**src/rtl/m00_axis_pkg.sv**
```systemverilog
// Shared constants and output-stage state encoding for the AXI-Stream
// master and slave side FIFOs.
package m00_axis_pkg;

   localparam int DEF_TDATA_WIDTH  = 32;
   localparam int DEF_FIFO_DEPTH   = 16;
   localparam int DEF_AFULL_THRESH = 12;

   typedef enum logic {
      OUT_EMPTY = 1'b0,
      OUT_VALID = 1'b1
   } out_state_t;

endpackage

```
**src/rtl/m00_axis_mem.sv**
```systemverilog
// Simple dual-port storage: synchronous write, read data feeds the
// registered output stage in the top.
module m00_axis_mem
   import m00_axis_pkg::*;
#(
   parameter int W     = DEF_TDATA_WIDTH + 2,
   parameter int DEPTH = DEF_FIFO_DEPTH,
   localparam int AW   = $clog2(DEPTH)
)(
   input  logic          i_clk,
   input  logic          i_wr_en,
   input  logic [AW-1:0] i_wr_addr,
   input  logic [W-1:0]  i_wr_data,
   input  logic [AW-1:0] i_rd_addr,
   output logic [W-1:0]  o_rd_data
);

   logic [W-1:0] r_mem [DEPTH];

   always_ff @(posedge i_clk) begin
      if (i_wr_en)
         r_mem[i_wr_addr] <= i_wr_data;
   end

   assign o_rd_data = r_mem[i_rd_addr];

endmodule

```
**src/rtl/m00_axis.sv**
```systemverilog
// AXI-Stream master FIFO: storage memory plus one output register.
// Define M00_AXIS_ALMOST_FULL_EN to add the almost_full port.
module m00_axis
   import m00_axis_pkg::*;
#(
   parameter int C_M_AXIS_TDATA_WIDTH  = DEF_TDATA_WIDTH,
   parameter int C_M_AXIS_FIFO_DEPTH   = DEF_FIFO_DEPTH,
   parameter int C_M_AXIS_AFULL_THRESH = DEF_AFULL_THRESH
)(
   input  logic                              M_AXIS_ACLK,
   input  logic                              M_AXIS_ARESETN,
   input  logic                              wr_en,
   input  logic [C_M_AXIS_TDATA_WIDTH-1:0]   data_in,
   input  logic                              user_in,
   input  logic                              last_in,
   output logic                              full,
   output logic                              empty,
   output logic                              overflow,
`ifdef M00_AXIS_ALMOST_FULL_EN
   output logic                              almost_full,
`endif
   output logic                              M_AXIS_TVALID,
   input  logic                              M_AXIS_TREADY,
   output logic [C_M_AXIS_TDATA_WIDTH-1:0]   M_AXIS_TDATA,
   output logic [C_M_AXIS_TDATA_WIDTH/8-1:0] M_AXIS_TSTRB,
   output logic                              M_AXIS_TUSER,
   output logic                              M_AXIS_TLAST
);

   localparam int W  = C_M_AXIS_TDATA_WIDTH;
   localparam int AW = $clog2(C_M_AXIS_FIFO_DEPTH);
   localparam int CW = AW + 1;
   localparam int EW = W + 2;

   logic [AW-1:0] r_wr_ptr;
   logic [AW-1:0] r_rd_ptr;
   logic [CW-1:0] r_count;
   logic          r_overflow;
   out_state_t    r_state;
   logic [W-1:0]  r_tdata;
   logic          r_tuser;
   logic          r_tlast;

   logic          w_full;
   logic          w_push;
   logic          w_pop;
   logic [EW-1:0] w_rd_data;

   assign w_full = (r_count == CW'(C_M_AXIS_FIFO_DEPTH));
   assign w_push = wr_en && !w_full;
   // Memory is read whenever the output register is free or being drained.
   assign w_pop  = (r_count != '0) &&
                   ((r_state == OUT_EMPTY) || M_AXIS_TREADY);

   m00_axis_mem #(
      .W     (EW),
      .DEPTH (C_M_AXIS_FIFO_DEPTH)
   ) u_mem (
      .i_clk     (M_AXIS_ACLK),
      .i_wr_en   (w_push),
      .i_wr_addr (r_wr_ptr),
      .i_wr_data ({data_in, user_in, last_in}),
      .i_rd_addr (r_rd_ptr),
      .o_rd_data (w_rd_data)
   );

   always_ff @(posedge M_AXIS_ACLK or negedge M_AXIS_ARESETN) begin
      if (!M_AXIS_ARESETN) begin
         r_wr_ptr   <= '0;
         r_rd_ptr   <= '0;
         r_count    <= '0;
         r_overflow <= 1'b0;
      end else begin
         if (w_push)
            r_wr_ptr <= r_wr_ptr + AW'(1);
         if (w_pop)
            r_rd_ptr <= r_rd_ptr + AW'(1);
         if (wr_en && w_full)
            r_overflow <= 1'b1;
         unique case ({w_push, w_pop})
            2'b10:   r_count <= r_count + CW'(1);
            2'b01:   r_count <= r_count - CW'(1);
            default: r_count <= r_count;
         endcase
      end
   end

   always_ff @(posedge M_AXIS_ACLK or negedge M_AXIS_ARESETN) begin
      if (!M_AXIS_ARESETN) begin
         r_state <= OUT_EMPTY;
         r_tdata <= '0;
         r_tuser <= 1'b0;
         r_tlast <= 1'b0;
      end else begin
         unique case (r_state)
            OUT_EMPTY: begin
               if (w_pop) begin
                  {r_tdata, r_tuser, r_tlast} <= w_rd_data;
                  r_state <= OUT_VALID;
               end
            end
            OUT_VALID: begin
               if (w_pop)
                  {r_tdata, r_tuser, r_tlast} <= w_rd_data;
               else if (M_AXIS_TREADY)
                  r_state <= OUT_EMPTY;
            end
            default: r_state <= OUT_EMPTY;
         endcase
      end
   end

   assign full          = w_full;
   assign empty         = (r_count == '0) && (r_state == OUT_EMPTY);
   assign overflow      = r_overflow;
   assign M_AXIS_TVALID = (r_state == OUT_VALID);
   assign M_AXIS_TDATA  = r_tdata;
   assign M_AXIS_TUSER  = r_tuser;
   assign M_AXIS_TLAST  = r_tlast;
   assign M_AXIS_TSTRB  = '1;

`ifdef M00_AXIS_ALMOST_FULL_EN
   assign almost_full = (r_count >= CW'(C_M_AXIS_AFULL_THRESH));
`endif

endmodule

```
**config.mk**
```make
export PLATFORM = sky130hd
export DESIGN_NAME = m00_axis
export DESIGN_NICKNAME = d
export VERILOG_FILES = /design/src/rtl/m00_axis_pkg.sv /design/src/rtl/m00_axis_mem.sv /design/src/rtl/m00_axis.sv
export SDC_FILE = /design/constraint.sdc
export NUM_CORES = 1
export LEC_CHECK = 0
export ABC_AREA = 1
export BUFFER_PORTS_ARGS = -buffer_cell sky130_fd_sc_hd__buf_4
export CAP_MARGIN = 15
export CORE_ASPECT_RATIO = 1.75
export CORE_MARGIN = 4
export CORE_UTILIZATION = 46
export DETAILED_ROUTE_END_ITERATION = 8
export PLACE_DENSITY = 0.59
export SYNTH_ARGS = -nofsm -noshare
export SYNTH_HDL_FRONTEND = slang
export SYNTH_SLANG_ARGS = --single-unit
```
**constraint.sdc**
```tcl
create_clock -name M_AXIS_ACLK -period 11.1 [get_ports M_AXIS_ACLK]
set_input_delay 0.555 -clock M_AXIS_ACLK [delete_from_list [all_inputs] [get_ports M_AXIS_ACLK]]
set_output_delay 0.555 -clock M_AXIS_ACLK [all_outputs]
set_load 0.02 [all_outputs]
```
==> results.sh, run 1 <==
export IMPL_status="completed"
export IMPL_ys_flop_type="edfxtp_1"
export IMPL_yosys_register_bits=593
export IMPL_die_area_sq_um=55800
export IMPL_synth_area_leaders="edfxtp_1 68%, nand2_1 13%, nand3_1 8.7%"
export IMPL_tightest_slew_ps=1070
export IMPL_fill_cells=4453
export IMPL_max_stage_delay_ps=1040
export IMPL_wl_mm=62.4
export IMPL_ys_seq_area_share_pct=73.5
export IMPL_cp_cell_sequence="nor2_1, nand2_1, inv_1, nand2_1, nand2_2, inv_2, ha_1, xor2_1, ha_1, inv_1, nand2_1, nand3_1, nand2_1, xor2_1, nand2_1, nand2_1"
export IMPL_finalSetupViolCount=0
export IMPL_path_class="flop to flop"
export IMPL_die_h_um=310
export IMPL_final_min_clock_period_ps=3770
export IMPL_rsz0062_at_grt="false"
export IMPL_finClkSkew_ps=33.9
export IMPL_overflow=0
export IMPL_drt_iter0_drc=1393
export IMPL_pre_cts_ws_ps=7300
export IMPL_crit_arrival_ps=4280
export IMPL_synth_top_area_share_pct=68.4
export IMPL_drive_above_1_share_pct=10.6
export IMPL_powerDensity_nw_per_um2=263
export IMPL_synthArstFlopShare_pct=8.26
export IMPL_start_util_pct=46.4
export IMPL_cts_tree="done"
export IMPL_via_per_inst=5.52
export IMPL_grt_usage_pct=22.1
export IMPL_antenna_found_initial=2
export IMPL_synth_enable_flop_cells=544
export IMPL_r2r_end="r_count[4]"
export IMPL_drc=0
export IMPL_ys_warn_count=0
export IMPL_slew_headroom_pct=29.0
export IMPL_peakVddDrop_v=0.000175
export IMPL_cts_buffers=53
export IMPL_hold_viol=0
export IMPL_die_w_um=180
export IMPL_min_period_over_period_pct=34.0
export IMPL_vias=15600
export IMPL_io_pins=80
export IMPL_start_kind="flop"
export IMPL_layout_nets=2151
export IMPL_gp_congestion=0.811
export IMPL_hold_buffers=0
export IMPL_path_max_fanout=41
export IMPL_cp_slowest_cell="inv_2"
export IMPL_crit_buf_inv=3
export IMPL_clock_sinks=593
export IMPL_reg2reg_from="r_count[0]"
export IMPL_clk_latency_ps=590
export IMPL_r2r_slack_ps=7330
export IMPL_grt_pass1_vias=15600
export IMPL_root_buffer="clkbuf_16"
export IMPL_critPathRequiredTime_ps=11600
export IMPL_reg2reg_depth=16
export IMPL_core_sq_um=51500
export IMPL_num_rows=110
export IMPL_end_kind="flop"
export IMPL_grt_pass1_wl_mm=94.5
export IMPL_avgRoutedWirePerCell_um=22.1
export IMPL_fmax_mhz=265
export IMPL_cpLargestDelayFamily="simple AND/OR/NAND/NOR gates"
export IMPL_synth_largest_area_cell="edfxtp_1"
export IMPL_path_common_cell="nand2_1"
export IMPL_hp_class="input port to async pin"
export IMPL_cts_resized=0
export IMPL_clockBufferDepth=3
export IMPL_hpwl_mm=32.3
export IMPL_synth_area_sq_um=23900
export IMPL_setup_tns_final_ps=0
export IMPL_setup_slack_ps=7330
export IMPL_portBuffers=75
export IMPL_maxCapViolations=0
export IMPL_syn_to_final_growth_pct=12.4
export IMPL_seq_area_sq_um=17600
export IMPL_avgSynthCellArea_sq_um=11.6
export IMPL_drt_pass1_iterations=5
export IMPL_cts_clk_slew_worst_paths_ps=70
export IMPL_htree_levels=2
export IMPL_multi_input_area_sq_um=5720
export IMPL_leakage_nw=10.2
export IMPL_drv_slew=0
export IMPL_ant_nets=0
export IMPL_grt_max_degree=188
export IMPL_ys_types=23
export IMPL_syn_inst=2054
export IMPL_post_cts_buffers=0
[layer usage]
metal,share of wire [%],global-route usage [%]
met1,40,27.9
met2,52,39.8
met3,5.6,2.65
met4,2.7,7.16
met5,0,0
[per-stage QoR]
stage	hold WS (ps)	util (%)	std cells	total power [mW]	area, sq um
after floorplan	259	-	2057	4.51	23900
after global placement	444	48.8	2721	5.25	25100
after detailed placement	461	48.8	2721	5.29	25100
after CTS	92.6	52.2	2819	7.12	26900
after global routing	127	52.2	2821	7.50	26900
final	78.0	52.2	2821	7.07	26900
[final cells by class]
cell class                 count  area share (%)
timing repair buffer         116            3.24
multi-input combinational   1316            21.3
tap                          672            3.13
clock buffer                  76            5.63
clock inverter                22           0.885
antenna                        2          0.0186
sequential                   593            65.4
inverter                      24           0.391
[state kept, by name, indices dropped and copies added (netlist names)]
| name | cells |
|---|---|
| r_count | 5 |
| r_rd_ptr | 4 |
| r_wr_ptr | 4 |
| M_AXIS_TVALID | 1 |
| M_AXIS_TUSER | 1 |
| overflow | 1 |
| M_AXIS_TDATA | 32 |
| M_AXIS_TLAST | 1 |
| u_mem.r_mem | 544 |
[cells in the mapped netlist, types with 9 or more instances]
cell type  number
dfrtp_1        49
ha_1            9
buf_2          85
nand2_1       845
clkbuf_1       19
edfxtp_1      544
xor2_1          9
inv_1          20
nor3_1         12
nand3_1       415
buf_4          13
[cell families (layout without fill, tap and decap cells)]
family	count (synthesis)	in the layout	share of synthesized area, %
other	1	6	0.0157
adder cells (fa/ha/maj)	9	9	0.471
buffers and inverters	148	238	2.97
XOR/XNOR	10	10	0.367
flip-flops	593	593	73.5
AND/OR/NAND/NOR	1283	1283	22.4
AO/OA/AOI/OAI	10	10	0.241
[layout by cell type, fill, tap and decap left out, types with 2 or more instances in the layout]
| master | count |
|---|---|
| clkinv_2 | 9 |
| clkinv_4 | 3 |
| nor2_1 | 3 |
| clkinv_1 | 2 |
| nor2_4 | 4 |
| clkbuf_8 | 8 |
| buf_4 | 116 |
| dfrtp_2 | 2 |
| ha_1 | 9 |
| xor2_1 | 9 |
| clkinvlp_4 | 3 |
| inv_1 | 19 |
| nor3_2 | 12 |
| nand2_1 | 845 |
| diode_2 | 2 |
| o21ai_0 | 6 |
| nand2_2 | 3 |
| dfrtp_4 | 2 |
| clkinv_8 | 2 |
| clkbuf_16 | 54 |
| nand3_1 | 415 |
| clkbuf_1 | 14 |
| dfrtp_1 | 45 |
| inv_2 | 3 |
| bufinv_16 | 4 |
| conb_1 | 4 |
| edfxtp_1 | 544 |
[report_power, final]
part | leakage, nW | internal [mW] | switching, mW
clock network | 0.854 | 1.04 | 0.797
registers | 5.51 | 2.72 | 0.188
logic | 3.86 | 0.678 | 1.64
total | 10.2 | 4.44 | 2.63
[worst max path at each step]
stage / from / end / slack, ps / cells past startpoint
global placement: M_AXIS_TREADY / r_count[4] / 7330 / 15
global route: r_count[1] / r_count[4] / 7030 / 16
CTS: r_count[0] / r_count[4] / 7310 / 15
floorplan: r_count[1] / u_mem.r_mem[10][0] / 7380 / 7
detailed placement: M_AXIS_TREADY / r_count[4] / 7300 / 15
finish: r_count[0] / r_count[4] / 7330 / 16
No activity file was read; power rests on OpenSTA's default activity.
==> run 2: changes to the inputs <==
==> constraint.sdc (replaced) <==
create_clock -name M_AXIS_ACLK -period 3.8 [get_ports M_AXIS_ACLK]
set_input_delay 0.19 -clock M_AXIS_ACLK [delete_from_list [all_inputs] [get_ports M_AXIS_ACLK]]
set_output_delay 0.19 -clock M_AXIS_ACLK [all_outputs]
set_load 0.02 [all_outputs]
==> run 2 against run 1 <==
Cell count is 1.4% higher. Non-clock buffer count is 44 higher. Worst hold slack better by 170 ps. Clock power grew to 2.8 times the previous value. Global-route usage is 0.61 points lower. Sequential cell count stayed put. Die area stayed put.
==> results.sh, run 2 (synthesis gave the netlist of run 1 again) <==
export IMPL_drt_iter0_drc=1279
export IMPL_root_buffer="clkbuf_16"
export IMPL_finClkSkew_ps=12.5
export IMPL_via_per_inst=5.40
export IMPL_setup_tns_final_ps=0
export IMPL_num_rows=110
export IMPL_final_min_clock_period_ps=2730
export IMPL_drv_slew=0
export IMPL_end_kind="flop"
export IMPL_drc=0
export IMPL_portBuffers=75
export IMPL_antenna_found_initial=0
export IMPL_vias=15400
export IMPL_grt_pass1_vias=15600
export IMPL_ant_nets=0
export IMPL_start_kind="flop"
export IMPL_max_stage_delay_ps=420
export IMPL_clockBufferDepth=3
export IMPL_clk_latency_ps=580
export IMPL_diodes=0
export IMPL_cts_tree="done"
export IMPL_tightest_slew_ps=1360
export IMPL_cts_buffers=51
export IMPL_grt_usage_pct=21.4
export IMPL_avgRoutedWirePerCell_um=21.3
export IMPL_hp_class="input port to async pin"
export IMPL_die_area_sq_um=55800
export IMPL_core_sq_um=51500
export IMPL_reg2reg_depth=15
export IMPL_grt_max_degree=232
export IMPL_slew_headroom_pct=9.37
export IMPL_regMostFlops="u_mem.r_mem"
export IMPL_hpwl_mm=32.9
export IMPL_layout_nets=2193
export IMPL_path_common_cell="nand2_1"
export IMPL_wl_mm=60.8
export IMPL_finalSetupViolCount=0
export IMPL_crit_arrival_ps=3250
export IMPL_peakVddDrop_v=0.000891
export IMPL_maxCapViolations=0
export IMPL_fmax_mhz=366
export IMPL_io_pins=80
export IMPL_drive_above_1_share_pct=10.2
export IMPL_cpLargestDelayFamily="simple AND/OR/NAND/NOR gates"
export IMPL_crit_buf_inv=2
export IMPL_cts_clk_slew_worst_paths_ps=70
export IMPL_status="completed"
export IMPL_gp_congestion=0.767
export IMPL_path_class="flop to flop"
export IMPL_largest_register_ffs=544
export IMPL_final_cell_mix="845 x nand2_1, 544 x edfxtp_1, 415 x nand3_1"
export IMPL_reg2reg_from="r_count[1]"
export IMPL_drt_pass1_iterations=5
export IMPL_rsz0062_at_grt="false"
export IMPL_die_w_um=180
export IMPL_mostFrequentLayoutCell="nand2_1"
export IMPL_fill_cells=4470
export IMPL_final_cells=2861
export IMPL_cp_slowest_cell="dfrtp_1"
export IMPL_grt_pass1_wl_mm=92.9
export IMPL_leakage_nw=10.4
export IMPL_htree_levels=2
export IMPL_min_period_over_period_pct=71.8
export IMPL_overflow=0
export IMPL_dp_cells=2728
export IMPL_critPathRequiredTime_ps=4320
export IMPL_start_util_pct=46.4
export IMPL_hold_viol=0
export IMPL_powerDensity_nw_per_um2=755
export IMPL_cp_cell_sequence="nor2_1, nand2_1, nor2_2, inv_1, nand2_2, ha_1, xor2_1, ha_1, inv_1, nand2_1, nand3_1, nand2_1, xor2_1, nand2_1, nand2_1"
export IMPL_clock_sinks=593
export IMPL_path_max_fanout=16
export IMPL_die_h_um=310
export IMPL_r2r_end="r_count[4]"
export IMPL_r2r_slack_ps=1070
export IMPL_syn_to_final_growth_pct=14.0
[run 2: area by class of cell]
cell class                      count  area [sq um]  share of cell area, %
Multi-Input combinational cell   1316          5720                   21.0
Inverter                           24           100                  0.368
Clock inverter                     25           176                  0.648
Timing Repair Buffer              160          1380                   5.07
Clock buffer                       71          1440                   5.30
Sequential cell                   593         17600                   64.5
Tap cell                          672           841                   3.09
[run 2: routing by layer]
metal | vias to the layer above | routed length (um) | GRT usage (%)
met5 | - | 0 | 0
met4 | 0 | 1820 | 7.00
met3 | 121 | 2530 | 2.26
met2 | 415 | 32100 | 39.3
met1 | 7651 | 24400 | 26.7
li1 | 7261 | - | -
[run 2: report_power, final]
part	switching, mW	total [mW]	internal [mW]
registers	0.297	8.25	7.95
clock network	2.31	5.09	2.79
logic	5.10	7.21	2.11
total	7.70	20.6	12.9
[run 2: repair_timing]
item                                    in CTS  in global routing
hold buffers                                37                  0
endpoints found under the setup margin       0                  0
buffers inserted                             0                  0
endpoints found under the hold margin      595                  0
resized for setup                            0                  0
[run 2: how the worst max path moves through the flow]
| stage | depth (start not counted) | end | slack [ps] | from |
|---|---|---|---|---|
| 5_1_grt | 15 | r_count[4] | 820 | r_count[1] |
| 2_1_floorplan | 7 | u_mem.r_mem[10][0] | 80 | r_count[1] |
| 3_5_place_dp | 9 | u_mem.r_mem[11][25] | 1160 | r_count[1] |
| 3_3_place_gp | 9 | u_mem.r_mem[11][26] | 1200 | r_count[0] |
| 6_report | 15 | r_count[4] | 1070 | r_count[1] |
| 4_1_cts | 9 | u_mem.r_mem[11][32] | 1140 | r_count[1] |
[run 2: through the flow]
step / hold WS [ps] / utilization [%] / power (mW) / instance area, sq um / setup WS (ps)
after floorplan: -106 / - / 13.2 / 23900 / 75.9
after global placement: 315 / 49.0 / 15.5 / 25200 / 1200
after detailed placement: 320 / 49.0 / 15.6 / 25200 / 1160
after CTS: 243 / 52.9 / 20.7 / 27200 / 1140
after global routing: 281 / 52.9 / 21.8 / 27200 / 820
final: 243 / 52.9 / 20.6 / 27200 / 1070
